$ cat config.mk
export PLATFORM = sky130hd
export DESIGN_NAME = fpa_pipe
export DESIGN_NICKNAME = d
export VERILOG_FILES = /design/src/rtl/fpa_pipe.sv
export SDC_FILE = /design/constraint.sdc
export NUM_CORES = 1
export LEC_CHECK = 0
export ABC_CLOCK_PERIOD_IN_PS = 4750
export BUFFER_PORTS_ARGS = -buffer_cell sky130_fd_sc_hd__buf_4
export CORE_MARGIN = 4
export CORE_UTILIZATION = 45
export CTS_BUF_LIST = sky130_fd_sc_hd__clkbuf_16
export DETAILED_ROUTE_END_ITERATION = 10
export PLACE_DENSITY = 0.64
export RECOVER_POWER = 100
export SLEW_MARGIN = 20
export SYNTH_ARGS = -nofsm -noshare
export SYNTH_HDL_FRONTEND = slang
export SYNTH_SLANG_ARGS = --single-unit
$ cat constraint.sdc
create_clock -name clk -period 4.75 [get_ports clk]
set_input_delay 0.2375 -clock clk [delete_from_list [all_inputs] [get_ports clk]]
set_output_delay 0.2375 -clock clk [all_outputs]
set_load 0.01 [all_outputs]
$ cat src/rtl/fpa_pipe.sv
// fpa_pipe: pipelined floating-point add/subtract with valid/ready flow control.
// Stages: S1 unpack/swap/align, S2 mantissa add/sub, S3 normalise, then a
// registered pack/special-case output stage.

`ifndef EXP_SIZE
`define EXP_SIZE 8
`endif
`ifndef MANTIS_SIZE
`define MANTIS_SIZE 23
`endif

module fpa_pipe #(
    parameter int unsigned EXP_SIZE    = `EXP_SIZE,
    parameter int unsigned MANTIS_SIZE = `MANTIS_SIZE,
    parameter int unsigned TAG_WIDTH   = 4
) (
    input  logic                            clk,
    input  logic                            rst,
    input  logic                            in_valid,
    output logic                            in_ready,
    input  logic [EXP_SIZE+MANTIS_SIZE:0]   in_a,
    input  logic [EXP_SIZE+MANTIS_SIZE:0]   in_b,
    input  logic                            in_op,
    input  logic [TAG_WIDTH-1:0]            in_tag,
    output logic                            out_valid,
    input  logic                            out_ready,
    output logic [EXP_SIZE+MANTIS_SIZE:0]   out_result,
    output logic [TAG_WIDTH-1:0]            out_tag,
    output logic                            out_ovf,
    output logic                            out_zero
);

    // carry, hidden 1, fraction, 2 guard bits
    localparam int unsigned MW     = MANTIS_SIZE + 4;
    // signed exponent wide enough for normalisation over/underflow
    localparam int unsigned EW     = EXP_SIZE + 2;
    localparam int unsigned SH_LIM = MANTIS_SIZE + 3;
    localparam logic [EXP_SIZE-1:0] EXP_ONES = '1;

    logic adv;

    // whole pipeline moves only when the output slot is free or being drained
    assign adv      = ~out_valid | out_ready;
    assign in_ready = adv;

    // ---------------- S1: unpack, classify, swap, align ----------------
    logic                        a_s, b_s;
    logic [EXP_SIZE-1:0]         a_e, b_e;
    logic [MANTIS_SIZE-1:0]      a_f, b_f;
    logic                        a_zero, b_zero, a_inf, b_inf;
    logic [EXP_SIZE+MANTIS_SIZE-1:0] a_mag, b_mag;
    logic                        swap;
    logic                        x_s, x_zero, y_zero;
    logic [EXP_SIZE-1:0]         x_e, y_e, diff;
    logic [MANTIS_SIZE-1:0]      x_f, y_f;
    logic [MW-1:0]               mx, my, my_al;

    // operand decode and magnitude ordering so that |X| >= |Y|
    always_comb begin
        a_s    = in_a[EXP_SIZE+MANTIS_SIZE];
        b_s    = in_b[EXP_SIZE+MANTIS_SIZE] ^ in_op;
        a_e    = in_a[MANTIS_SIZE +: EXP_SIZE];
        b_e    = in_b[MANTIS_SIZE +: EXP_SIZE];
        a_f    = in_a[MANTIS_SIZE-1:0];
        b_f    = in_b[MANTIS_SIZE-1:0];
        a_zero = (a_e == '0);
        b_zero = (b_e == '0);
        a_inf  = (a_e == EXP_ONES);
        b_inf  = (b_e == EXP_ONES);
        a_mag  = a_zero ? '0 : {a_e, a_f};
        b_mag  = b_zero ? '0 : {b_e, b_f};
        swap   = (b_mag > a_mag);
        x_s    = swap ? b_s    : a_s;
        x_e    = swap ? b_e    : a_e;
        x_f    = swap ? b_f    : a_f;
        x_zero = swap ? b_zero : a_zero;
        y_e    = swap ? a_e    : b_e;
        y_f    = swap ? a_f    : b_f;
        y_zero = swap ? a_zero : b_zero;
        diff   = x_e - y_e;
        mx     = x_zero ? '0 : {2'b01, x_f, 2'b00};
        my     = y_zero ? '0 : {2'b01, y_f, 2'b00};
        my_al  = (32'(diff) >= SH_LIM) ? '0 : (my >> diff);
    end

    logic                   s1_valid, s1_sign, s1_sub, s1_inf, s1_nan, s1_inf_sign;
    logic [EXP_SIZE-1:0]    s1_exp;
    logic [MW-1:0]          s1_mx, s1_my;
    logic [TAG_WIDTH-1:0]   s1_tag;

    // S1 register: capture aligned operands on an input transfer
    always_ff @(posedge clk) begin
        if (rst) begin
            s1_valid <= 1'b0;
        end else if (adv) begin
            s1_valid <= in_valid;
            if (in_valid) begin
                s1_sign     <= x_s;
                s1_sub      <= a_s ^ b_s;
                s1_exp      <= x_e;
                s1_mx       <= mx;
                s1_my       <= my_al;
                s1_inf      <= a_inf | b_inf;
                s1_nan      <= a_inf & b_inf & (a_s ^ b_s);
                s1_inf_sign <= a_inf ? a_s : b_s;
                s1_tag      <= in_tag;
            end
        end
    end

    // ---------------- S2: mantissa add/subtract ----------------
    logic                   s2_valid, s2_sign, s2_inf, s2_nan, s2_inf_sign;
    logic [EXP_SIZE-1:0]    s2_exp;
    logic [MW-1:0]          s2_sum;
    logic [TAG_WIDTH-1:0]   s2_tag;

    // S2 register: X is never smaller than Y, so the difference is non-negative
    always_ff @(posedge clk) begin
        if (rst) begin
            s2_valid <= 1'b0;
        end else if (adv) begin
            s2_valid <= s1_valid;
            if (s1_valid) begin
                s2_sum      <= s1_sub ? (s1_mx - s1_my) : (s1_mx + s1_my);
                s2_sign     <= s1_sign;
                s2_exp      <= s1_exp;
                s2_inf      <= s1_inf;
                s2_nan      <= s1_nan;
                s2_inf_sign <= s1_inf_sign;
                s2_tag      <= s1_tag;
            end
        end
    end

    // ---------------- S3: normalise ----------------
    int unsigned                idx, lz;
    logic signed [EW-1:0]       n_exp;
    logic [MANTIS_SIZE-1:0]     n_frac;

    // leading-one search, shift and exponent adjust; guard bits truncated
    always_comb begin
        idx = 0;
        for (int unsigned i = 0; i < MW - 1; i++) begin
            if (s2_sum[i]) idx = i;
        end
        lz = (MW - 2) - idx;
        if (s2_sum[MW-1]) begin
            n_frac = MANTIS_SIZE'(s2_sum >> 3);
            n_exp  = $signed({2'b00, s2_exp} + EW'(1));
        end else begin
            n_frac = MANTIS_SIZE'((s2_sum << lz) >> 2);
            n_exp  = $signed({2'b00, s2_exp} - EW'(lz));
        end
    end

    logic                   s3_valid, s3_sign, s3_zero, s3_inf, s3_nan, s3_inf_sign;
    logic signed [EW-1:0]   s3_exp;
    logic [MANTIS_SIZE-1:0] s3_frac;
    logic [TAG_WIDTH-1:0]   s3_tag;

    // S3 register: normalised value plus special-case flags
    always_ff @(posedge clk) begin
        if (rst) begin
            s3_valid <= 1'b0;
        end else if (adv) begin
            s3_valid <= s2_valid;
            if (s2_valid) begin
                s3_sign     <= s2_sign;
                s3_exp      <= n_exp;
                s3_frac     <= n_frac;
                s3_zero     <= (s2_sum == '0);
                s3_inf      <= s2_inf;
                s3_nan      <= s2_nan;
                s3_inf_sign <= s2_inf_sign;
                s3_tag      <= s2_tag;
            end
        end
    end

    // ---------------- output: special cases and pack ----------------
    logic [EXP_SIZE+MANTIS_SIZE:0] res_c;
    logic                          ovf_c, zero_c;

    // special-case priority: inf-inf, infinity, zero, underflow, overflow
    always_comb begin
        res_c  = {s3_sign, s3_exp[EXP_SIZE-1:0], s3_frac};
        ovf_c  = 1'b0;
        zero_c = 1'b0;
        if (s3_nan) begin
            res_c = {1'b0, EXP_ONES, 1'b1, {(MANTIS_SIZE-1){1'b0}}};
        end else if (s3_inf) begin
            res_c = {s3_inf_sign, EXP_ONES, {MANTIS_SIZE{1'b0}}};
        end else if (s3_zero || (s3_exp <= $signed(EW'(0)))) begin
            res_c  = '0;
            zero_c = 1'b1;
        end else if (s3_exp >= $signed({2'b00, EXP_ONES})) begin
            res_c = {s3_sign, EXP_ONES, {MANTIS_SIZE{1'b0}}};
            ovf_c = 1'b1;
        end
    end

    // output register: holds while the consumer stalls
    always_ff @(posedge clk) begin
        if (rst) begin
            out_valid  <= 1'b0;
            out_result <= '0;
            out_tag    <= '0;
            out_ovf    <= 1'b0;
            out_zero   <= 1'b0;
        end else if (adv) begin
            out_valid <= s3_valid;
            if (s3_valid) begin
                out_result <= res_c;
                out_tag    <= s3_tag;
                out_ovf    <= ovf_c;
                out_zero   <= zero_c;
            end
        end
    end

endmodule
# Word level (Yosys, flattened, before mapping)
# Index checks and enable logic that the tools add are counted.
# classes
n_mux	51
n_lt_le_gt_ge	4
n_eq_ne	2
reduce_logical	8
shift	2
n_bitwise	8
n_addsub	6
div	0
multipliers	0
# op_table
cell	n
$mux W32	27
$mux W31	3
$mux W23	3
$mux W26	2
$shl A27 B32 Y25	1
$sub A5 B32 Y32 const A	1
$gt A31 B31 Y1	1
$add A27 B27 Y27	1
$logic_not A27 Y1	1
$mux W27	1
$shr A26 B8 Y27	1
$sub A27 B27 Y27	1
$eq A8 B8 Y1 const B	2
$logic_not A8 Y1	2
$mux W8	2
$mux W1	12
$ge A10 B9 Y1 const B	1
$le A10 B1 Y1 const B	1
$mux W10	1
$sub A8 B10 Y10	1
$add A8 B1 Y9 const B	1
$reduce_and A3 Y1	3
$ge A8 B5 Y1 const B	1
$sub A8 B8 Y8	1
6 further kinds	10
# totals
in_bits	73
latchBits	0
mem_bits_ro	0
word_cells	114
reg_bits	198
memories	0
mem_bits_rw	0

# Longest topological paths before layout
# depth
ltp_word	28
mapped_depth	24

# Least setup slack after synthesis
# No wires, ideal clock.
# synth_timing
path_type	in2reg
startpoint	input port in_a[26]
endpoint	register s1_my[7] (data pin)
path_buffers	6
setup_slack_ns	-0.362
stages	23
arrival_time_ns	4.855
cell_sequence	clkbuf_1 -> nor4_1 -> nand2_1 -> clkbuf_1 -> nand2_1 -> ha_1 -> a211oi_2 -> o211ai_1 -> o221ai_1 -> nand4_1 -> nand2_1 -> clkbuf_1 -> clkbuf_1 -> mux2i_1 -> ha_1 -> clkbuf_1 -> inv_2 -> clkbuf_1 -> nand4_1 -> and3_1 -> nand3_1 -> o31ai_1 -> a32o_1
# synth_via
elab_chain_len	6
# synth_lines
item	line_no	source
start, declared	21	input logic [EXP_SIZE+MANTIS_SIZE:0] in_a,
$logic_not A8 Y1	66	a_zero = (a_e == '0);
$mux W31	70	a_mag = a_zero ? '0 : {a_e, a_f};
$gt A31 B31 Y1	72	swap = (b_mag > a_mag);
$mux W8, or another cell as far along	74	x_e = swap ? b_e : a_e;
$sub A8 B8 Y8 or $mux W26 (tied branches)	80, 82	
$shr A26 B8 Y27 or $ge A8 B5 Y1 (tied branches)	83	my_al = (32'(diff) >= SH_LIM) ? '0 : (my >> diff);
end signal, assigned	102	s1_my <= my_al;
end, declared	88	logic [MW-1:0] s1_mx, s1_my;
# Parallel ways exist; a longest one is shown, timed or not.
# A chain may end at the register's enable or synchronous reset.

# Final worst setup path
# layout_timing
startpoint	register s1_my[4]
endpoint	register s2_sum[25] (data pin)
# layout_via
elab_chain_len	2
# layout_lines
item	line_no	source
$add A27 B27 Y27 or $sub A27 B27 Y27 (tied branches)	124	s2_sum <= s1_sub ? (s1_mx - s1_my) : (s1_mx + s1_my);
$mux W27 (*)	124	
end signal, assigned	124	
end, declared	114	logic [MW-1:0] s2_sum;
# Mark *: on every way between the ends. The rest lies on a longest branch, timed or not.

==> impl_metrics.csv <==
group,metric,value,unit
synthesis,synth_warnings,0,
route,drtIter0Drc,848,
pwr,p_seq_share,38.7,%
hold_path,hp-class,"input pin to flop",
route,postRouteAntennaNets,0,
placement,dp_cells,2116,
setup_path,r2r-start,"s1_my[4]",
global_route,antenna_found_initial,0,
route,avgRoutedWirePerCell,18.3,um
hold_path,whs_path_depth,3,
finish,antenna_cells,0,
synthesis,yosys.cell_types.count,101,
synthesis,synth_top_area_cell,"edfxtp_1",
route,vias_per_cell,5.74,
hold_path,min_to,"s1_valid",
synthesis,synth_top_area_share,32.0,%
clocking,cts_buffer_depth,2,
global_route,overflow,0,
global_route,grt.total_usage,22.9,%
floorplan,chipWidth,186,um
placement,io_buffers,112,
global_route,grt_max_degree,44,
synthesis,synth_fp_nets,1713,
clocking,root_buffer,"clkbuf_16",
setup_path,criticalPathCategory,"flop to flop",
synthesis,syn_inst,1571,
pwr,powerDensity,309,mW/mm2
global_route,grt_pass1_vias,12082,
pwr,vdd_drop_max,0.245,mV
job,drv_cap,3,
floorplan,die_h,186,um
pwr,p_leak,0.00655,uW
placement,routabilityCongestion,0.985,
clocking,cts_sinks,194,
clocking,cts.clk_slew.worst_paths,0.08,ns
synthesis,ys_ff_latch,194,
finish,nFillCells,2898,
setup_path,reg2reg_depth,17,
synthesis,avgSynthCellArea,9.08,um2
setup_path,regToRegSetupSlack,0.29,ns
floorplan,initial_core_util,46.1,%
synthesis,synthesis.area,0.0143,mm2
setup_path,start_kind,"flop",
finish,nets,1885,
sta,rsz0062_at_grt,"false",
sta,fin_skew,0.0118,ns
finish,finalNonFillerCells,2152,
finish,final_cell_mix,"nand2_1, buf_4, nor2_1",
route,drc,0,
sta,finalSetupViolations,0,
sta,fin_crit_sh,93.9,%
route,first_pass_iters,5,
pwr,clock_power_share,26.9,%
floorplan,rows,64,
setup_path,cp-end-kind,"flop",
pwr,report.power.total,5140,uW
floorplan,die_area,0.0346,mm2
sta,report.final.slew_viol_count,123,
sta,fmax,224,MHz
sta,hold_slack,0.0392,ns
clocking,clkLatencyLatePin,0.45,ns
sta,worstMarginPinSlew,2.68,ns
pwr,power_frac_comb,34.4,%
global_route,grt_pass1_wl,63.2,mm
synthesis,ys.flop_type,"edfxtp_1",
setup_path,r2r_end,"s2_sum[25]",
clocking,cts_tree,"done",
setup_path,critPathArrivalTime,4.64,ns
synthesis,yosysSeqAreaShare,37.9,%
floorplan,io_pins,113,
sta,finalHoldViolCount,0,
placement,hpwl,31.2,mm
setup_path,critPathMaxFanout,4,
pwr,switching_share,33.9,%
synthesis,async_flop_share,0,%
floorplan,core_area,0.0309,mm2
clocking,cts_buffers,17,
clocking,cts_htree_levels,4,
setup_path,required,4.93,ns
pwr,power.switching,1740,uW
sta,slew_headroom,-79.0,%
clocking,cts_setup_buffers,0,
synthesis,synth_edf_count,152,
pwr,p_int,3400,uW
synthesis,synth_area_leaders,"edfxtp_1, ha_1, mux2i_1",
finish,syn2layout_area_growth,16.6,%
finish,postLayoutCoreUtil,53.8,%
route,finalWirelength,39.5,mm
hold_path,min_from,"in_valid",
finish,drive_gt1_share,17.0,%
outcome,status,"finished with violations",
route,via_count,12362,
outcome,violations,"capacitance limit, slew limit",
finish,final_common_cell,"nand2_1",
sta,finalCriticalPeriod,4.46,ns
-- worst max-delay path by stage --
stage / endpoint / slack [ns] / start
detailed placement: s1_my[1] / -0.24 / in_b[28]
floorplan: s1_my[9] / 0.003 / in_a[26]
global route: s1_my[0] / 0.004 / in_b[28]
finish: s2_sum[25] / 0.29 / s1_my[4]
global placement: s1_my[1] / -0.15 / in_b[28]
CTS: s1_my[1] / 0.20 / in_b[28]
-- cell type report --
class                      instances  area [um2]  share of cell area, %
multi-input combinational       1226        8230                   49.5
sequential                       194        5410                   32.5
timing repair buffer             244        1690                   10.2
tap                              396         495                   2.98
clock buffer                      17         425                   2.56
inverter                          60         230                   1.39
clock inverter                    15         145                  0.873
-- stage by stage --
| stage | worst slack, ns | TNS, ns | instance area (um2) |
|---|---|---|---|
| after floorplan | 0.00350 | 0 | 14300 |
| after global placement | -0.152 | -1.06 | 16200 |
| after detailed placement | -0.239 | -2.89 | 16200 |
| after CTS | 0.200 | 0 | 16800 |
| after global routing | 0.00367 | 0 | 16600 |
| final | 0.290 | 0 | 16600 |
-- Yosys cell counts, drive strengths merged, types with 7 or more instances --
master and n:
a211o 7, a211oi 10, a21boi 10, a21o 7, a21oi 123, a22oi 25
a311oi 7, a31oi 18, and2 39, and3 15, buf 25, clkbuf 66
dfxtp 42, edfxtp 152, ha 68, inv 60, mux2 25, mux2i 87
mux4 10, nand2 211, nand2b 11, nand3 34, nand4 23, nor2 164
nor2b 11, nor3 38, nor4 14, o211ai 13, o21a 8, o21ai 72
o221ai 7, o22ai 12, o31ai 17, xnor2 55, xor2 13
-- state kept, by name, indices dropped and copies added, names as in the netlist, 4 cells and up --
name        cells
out_result     32
s2_sum         27
s1_my          26
s1_mx          24
s3_frac        23
s3_exp         10
s1_exp          8
s2_exp          8
out_tag         4
s1_tag          4
s2_tag          4
s3_tag          4
-- repair_timing --
item,CTS,global route
gates resized for setup,0,3
hold endpoints to repair,4,0
setup endpoints to repair,0,10
hold buffers,4,0
-- critical path, cell delays in order (launching register included) --
cell      delay (ns)
edfxtp_1        0.46
nor3_1          0.33
nand2_1         0.11
nor3_1          0.23
nor4b_1         0.38
clkbuf_1        0.23
a21oi_1         0.10
xnor2_1         0.14
ha_1            0.34
a21oi_1         0.21
o221ai_1        0.14
a21oi_1         0.21
o21ai_0         0.17
a21oi_1         0.24
o21ai_0         0.17
a21boi_0        0.39
a31oi_1         0.16
xor2_1          0.17
-- cell families (layout without fill, tap and decap cells) --
| kind of cell | after synthesis | count (layout) | synth area share [%] |
|---|---|---|---|
| compound gates | 379 | 379 | 17.5 |
| xor+xnor | 68 | 68 | 4.23 |
| fa+ha+maj | 69 | 69 | 6.11 |
| buf+inv | 151 | 336 | 4.60 |
| flops | 194 | 194 | 37.9 |
| mux | 122 | 122 | 9.86 |
| other cells | 1 | 1 | 0.0263 |
| simple gates | 587 | 587 | 19.7 |
-- metal layers --
| metal | share of wire (%) | up-vias | global-route usage [%] |
|---|---|---|---|
| met2 | 50 | 352 | 40.5 |
| met4 | 3.6 | 0 | 9.30 |
| met1 | 42 | 5829 | 28.6 |
| met5 | 0 | - | 0 |
| met3 | 4.0 | 80 | 2.64 |
| li1 | - | 6101 | - |
-- power by group through the flow --
stage          Clock, uW  Sequential (uW)  Combinational (uW)
2_1_floorplan          0             2000                1160
3_3_place_gp           0             2020                1760
3_5_place_dp           0             2020                1770
4_1_cts             1400             1990                1780
5_1_grt             1470             2000                1940
6_report            1380             1990                1770
(Power assumes the default switching activity.)
